--- src/rtl/stack_fetch_port.sv ---
// stack_fetch_port: fetch/issue front end for a simple stack CPU.
// Each instruction is accepted in WAIT, offered to execute in ISSUE and
// retired in EXEC. The PC either steps by one or takes a branch target.
// Opcodes above MAX_OP retire straight from WAIT, raise a sticky flag and
// are never offered to execute.
module stack_fetch_port #(
    parameter int                         CPU_BIT_WIDTH = 32,
    parameter int                         MAX_OP        = 16,
    parameter logic [CPU_BIT_WIDTH-1:0]   RESET_PC      = '0
) (
    input  logic                          clk,
    input  logic                          rst,
    input  logic [CPU_BIT_WIDTH-1:0]      inst,
    input  logic                          inst_ready,
    output logic                          inst_complete,
    output logic [CPU_BIT_WIDTH-1:0]      pc_next,
    output logic                          ex_valid,
    output logic [4:0]                    ex_opcode,
    output logic [CPU_BIT_WIDTH-6:0]      ex_operand,
    input  logic                          ex_ready,
    input  logic                          ex_done,
    input  logic                          ex_branch,
    input  logic [CPU_BIT_WIDTH-1:0]      ex_target,
    output logic                          illegal,
    output logic [CPU_BIT_WIDTH-1:0]      retired
);

    typedef enum logic [1:0] {
        WAIT  = 2'd0,
        ISSUE = 2'd1,
        EXEC  = 2'd2
    } state_t;

    localparam logic [CPU_BIT_WIDTH-1:0] ONE = CPU_BIT_WIDTH'(1);

    state_t state;
    logic   op_illegal;

    // Opcode legality of the word currently presented by the supplier
    always_comb begin
        op_illegal = int'(inst[CPU_BIT_WIDTH-1 -: 5]) > MAX_OP;
    end

    // Control FSM with registered handshake outputs, PC and retire counter
    always_ff @(posedge clk) begin
        if (rst) begin
            state         <= WAIT;
            pc_next       <= RESET_PC;
            inst_complete <= 1'b1;
            ex_valid      <= 1'b0;
            ex_opcode     <= '0;
            ex_operand    <= '0;
            illegal       <= 1'b0;
            retired       <= '0;
        end else begin
            case (state)
                WAIT: begin
                    if (inst_ready) begin
                        if (op_illegal) begin
                            // Retire in place: the bad word never reaches execute
                            illegal <= 1'b1;
                            pc_next <= pc_next + ONE;
                            retired <= retired + ONE;
                        end else begin
                            ex_opcode     <= inst[CPU_BIT_WIDTH-1 -: 5];
                            ex_operand    <= inst[CPU_BIT_WIDTH-6:0];
                            ex_valid      <= 1'b1;
                            inst_complete <= 1'b0;
                            state         <= ISSUE;
                        end
                    end
                end
                ISSUE: begin
                    // ex_done is deliberately not looked at here, even
                    // alongside ex_ready: completion only counts in EXEC
                    if (ex_ready) begin
                        ex_valid <= 1'b0;
                        state    <= EXEC;
                    end
                end
                EXEC: begin
                    if (ex_done) begin
                        pc_next       <= ex_branch ? ex_target : pc_next + ONE;
                        retired       <= retired + ONE;
                        inst_complete <= 1'b1;
                        state         <= WAIT;
                    end
                end
                default: begin
                    ex_valid      <= 1'b0;
                    inst_complete <= 1'b1;
                    state         <= WAIT;
                end
            endcase
        end
    end

endmodule

--- config.mk ---
export PLATFORM = sky130hd
export DESIGN_NAME = stack_fetch_port
export DESIGN_NICKNAME = d
export VERILOG_FILES = /design/src/rtl/stack_fetch_port.sv
export SDC_FILE = /design/constraint.sdc
export NUM_CORES = 1
export LEC_CHECK = 0
export ABC_CLOCK_PERIOD_IN_PS = 3900
export BUFFER_PORTS_ARGS = -buffer_cell sky130_fd_sc_hd__buf_2
export CAP_MARGIN = 20
export CELL_PAD_IN_SITES_DETAIL_PLACEMENT = 0
export CELL_PAD_IN_SITES_GLOBAL_PLACEMENT = 1
export CORE_MARGIN = 5
export CORE_UTILIZATION = 39
export CTS_CLUSTER_SIZE = 20
export DETAILED_ROUTE_END_ITERATION = 8
export PLACE_DENSITY_LB_ADDON = 0.1
export SLEW_MARGIN = 0
export SYNTH_ARGS = -nofsm -noshare
export SYNTH_HDL_FRONTEND = slang
export SYNTH_SLANG_ARGS = --single-unit
--- constraint.sdc ---
create_clock -name clk -period 3.9 [get_ports clk]
set_input_delay 0.39 -clock clk [delete_from_list [all_inputs] [get_ports clk]]
set_output_delay 0.39 -clock clk [all_outputs]
set_load 0.01 [all_outputs]
Word level (Yosys, flattened, before mapping). Index checks and enable logic that the tools add are counted.

Bits in registers: 101. Output and inout port bits: 99. Logic and storage cells: 51. Input port bits: 70.

Muxes and demuxes: 22. Reductions and logical operators: 8. Bitwise logic cells: 3. Eq/ne operators: 7. Add/sub/neg operators: 2. Order comparisons: 1.

Operators with widths (number): $mux 32 (7); $pmux 32 s2 (2); $add 32x1->32 const B (2); $reduce_and 4->1 (4); $ne 2x2->1 const B (5); $mux 2 (4); $mux 1 (6); $pmux 1 s3 (2); $pmux 2 s3 (1); $reduce_and 3->1 (2); $gt 5x5->1 const B (1); $not 1->1 (3); $eq 2x1->1 const B (1); $eq 2x2->1 const B (1); $logic_not 2->1 (1); $reduce_bool 2->1 (1).

Longest topological paths before layout.
Depth after elaboration: 4. Depth in mapped cells: 8.

Worst setup path after synthesis. Ideal clock, no wire load.

Kind: reg2reg. Start point: register pc_next[0]. End point: register pc_next[24]. Data required time: 3826 ps. Arrival time: 1853 ps. Path buffers: 1. Setup slack: 1972 ps. Setup time: 74 ps. Cell stages (with the launch flop): 7. Cell sequence: dfxtp_1 > ha_1 > and4_1 > clkbuf_1 > nand4_1 > or4_1 > a31oi_1.

Longest elaborated chain between the ends: 4. Elaborated cells on any way between the ends: 6.

RTL lines: start: declaration (line 16) `output logic [CPU_BIT_WIDTH-1:0] pc_next,`; start signal: assignment (line 62) `pc_next <= pc_next + ONE;`; start signal: assignment (line 83) `pc_next <= ex_branch ? ex_target : pc_next + ONE;`; $add 32x1->32 (*) (line 62, 83); $mux 32 (on tied branches) (line 83, 59); $mux 32 (on tied branches) (line 82, 58); $pmux 32 s2 (*) (line 56) `case (state)`.

Every way passes the cells marked *; elsewhere a longest branch is shown, timed or not. The select of a mux whose other input is x is not followed. A chain may end at the register's enable or synchronous reset.

Final worst setup path.
Start point: register state[1]. End point: register pc_next[14].

Longest elaborated chain between the ends: 3. Elaborated cells on any way between the ends: 8.

RTL lines: start: declaration (line 36) `state_t state;`; start signal: assignment (line 47) `state <= WAIT;`; start signal: assignment (line 69) `state <= ISSUE;`; start signal: assignment (line 78) `state <= EXEC;`; $eq 2x2->1 or $logic_not 2->1 (tied branches) (line 56); $ne 2x2->1 (no source line) or $reduce_bool 2->1 (tied branches); $reduce_and 4->1 (no source line).

Several ways; a longest one is shown, not always the timed one.

==> out/qor.yml <==
clocking:
  cts_tree: "done"
  cts.path.max_buffers: 2
  post_cts_buffers: 0
  clk_latency_ps: 350
  cts_sinks: 101
  cts_hold_buffers: 0
  clockRootBuffer: "clkbuf_16"
  cts_buffers: 9
  h-tree-depth: 3
  ctsResizeCount: 0
  clk_pin_slew_ps: 70
layout:
  syn2layout_area_growth_pct: 24.6
  fill_cells: 1285
  num_antenna_cells: 0
  multiInputGateArea_um2: 2740
  drive_gt1_share_pct: 27.7
  final_area_um2: 6200
  register_area_um2: 2020
  nets: 834
place:
  place_area_um2: 5900
  place_congestion: 0.810
  pre_cts_ws_ps: 1310
  hpwl_mm: 10.3
  portBuffers: 168
route:
  drc: 0
  vias_per_cell: 5.45
  ant_nets: 0
  vias: 5116
  totalWireLength_mm: 14.9
  drt_first_iter_violations: 286
  dr.pass1.iters: 5
  drt-wirelength-per-cell_um: 15.9
timing:
  relSlewSlack_pct: 37.5
  layout_worst_path_cycle_share_pct: 60.2
  min_period_ps: 2350
  rsz0062_at_grt: "no"
  tns_ps: 0
  slew_violations: 0
  setup_ws_ps: 1550
  hold_violations: 0
  max_freq_mhz: 426
  clock-skew-final_ps: 5.32
  worst_slew_pin_slew_ps: 937
  finalSetupViolCount: 0
pwr:
  seq_power_share_pct: 49.6
  sw_frac_of_total_pct: 25.5
  ir_drop_v: 0.000259
  p_sw_w: 0.000566
  power.internal_w: 0.00165
  powerDensity_nw_per_um2: 357
  p_clk_share_pct: 40.0
  p_leak_nw: 2.53
  comb_power_share_pct: 10.4
job:
  cap_violations: 0
worst_setup_path:
  critPathRequiredTime_ps: 4170
  crit_fanout: 20
  critPathLaunchType: "register"
  critPathKind: "register to register"
  cp-end-kind: "register"
  arrival_ps: 2620
synth:
  synth-edff-count: 0
  synthMuxAreaShare_pct: 1.06
  postSynth.asyncResetShare_pct: 0
  syn-num-nets: 693
  syn-instance-count: 621
  synth_xor_area_share_pct: 3.52
  synth_top_area_share_pct: 40.6
  avgSynthCellArea_um2: 8.01
  yosys.area_share.simple_pct: 30.3
  yosysMostFrequentCell: "nand2_1"
  ys_ff_latch: 101
  synth_largest_area_cell: "dfxtp_1"
  yosysSeqAreaShare_pct: 40.6
  synth-main-ff-cell: "dfxtp_1"
  synthTopCellsByArea: "dfxtp_1, nand2_1, a21oi_1"
  synth_common_cells: "nand2_1, dfxtp_1, a21oi_1"
  yosysWarnings: 0
  synth_compound_area_share_pct: 19.6
  synth_cell_type_count: 64
  synth_top_family_by_area: "simple AND/OR/NAND/NOR gates"
  netlist_area_um2: 4970
  synth-adder-area-share_pct: 0.503
worst_hold_path:
  holdCritPathClass: "primary input to register"
global_route:
  grt_pass1_wl_mm: 24.3
  grt_usage_pct: 20.0
  overflow: 0
  grt_pass1_vias: 4905
  grt_max_degree: 60
  antenna_found_initial: 1
floorplan:
  ios: 169
  fp.dieH_um: 123
  core_area_um2: 12600
  die_area_um2: 15100
  die_width_um: 123
  rows: 41
  initial_core_util_pct: 39.6
run_status:
  status: "completed"
-- layer usage --
layer	part of all wire [%]	vias to the layer above	GRT usage [%]
met2	45	148	31.9
met3	8.2	11	7.55
li1	-	2524	-
met1	46	2431	25.7
met5	0.047	-	0
met4	0.76	2	4.55
-- power groups by stage --
stage | logic, W | registers [W] | clock network (W)
final | 0.000232 | 0.00110 | 0.000886
after global routing | 0.000259 | 0.00110 | 0.000965
after CTS | 0.000231 | 0.00110 | 0.000915
after detailed placement | 0.000231 | 0.00112 | 0
after global placement | 0.000223 | 0.00112 | 0
after floorplan | 0.000116 | 0.00113 | 0
-- area by class of cell --
class | count | share of cell area, %
multi-input combinational | 468 | 44.1
sequential | 101 | 32.6
timing repair buffer | 174 | 14.7
clock buffer | 11 | 3.75
tap | 172 | 3.47
clock inverter | 4 | 0.807
inverter | 8 | 0.484
-- cell families after synthesis --
logic type,count (synthesis)
AO/OA/AOI/OAI,156
XOR/XNOR,20
adder cells (fa/ha/maj),2
buffers and inverters,52
flip-flops,101
multiplexers,5
AND/OR/NAND/NOR,285
-- registers in the layout, indices dropped and copies added (netlist names) --
register and cells:
pc_next 32, retired 32, ex_operand 27, ex_opcode 5
state 2, ex_valid 1, illegal 1, inst_complete 1
-- worst paths after layout --
check                           cells after the start          start  slack, ps             to
worst max-delay path                                5       state[1]       1550    pc_next[14]
worst min-delay path                                3        inst[6]        270  ex_operand[6]
worst max register to register                      5       state[1]       1550    pc_next[14]
worst min register to register                      2  ex_operand[2]        450  ex_operand[2]
-- metrics by stage --
step | hold slack [ps] | instances | utilization, % | power [W]
2_1_floorplan | 481 | 621 | - | 0.00125
3_3_place_gp | 439 | 921 | 46.7 | 0.00134
3_5_place_dp | 444 | 922 | 47.0 | 0.00135
4_1_cts | 258 | 937 | 49.2 | 0.00224
5_1_grt | 265 | 938 | 49.3 | 0.00233
6_report | 270 | 938 | 49.3 | 0.00222
-- cells in the final DEF (no fill, tap or decap), types with 3 or more instances in the layout --
master     count
nor2_1        54
inv_1          6
xor2_1        11
o22ai_1        6
nand3_1       24
nand4_1       24
nor3_1        14
a31oi_1       11
or3_1         11
and4_1         5
a21oi_1       73
nor4_1         8
o2111ai_1      3
o21ai_0       24
and3_1         9
o31ai_1        5
xnor2_1        9
buf_2        168
and2_1         3
nand2_1      104
dfxtp_1      101
buf_4          4
a211oi_1       4
clkbuf_16      9
nor3_2         3
mux2i_1        3
or4_1          5
nand3b_1       3
nand4_4        3
-- critical path: stages, from the launching register on --
cell	delay (ps)
dfxtp_1	580
nand3b_1	620
buf_4	450
nor2_1	240
a221oi_1	130
a211oi_1	240
Note: power is estimated with default switching activity, not from simulation.
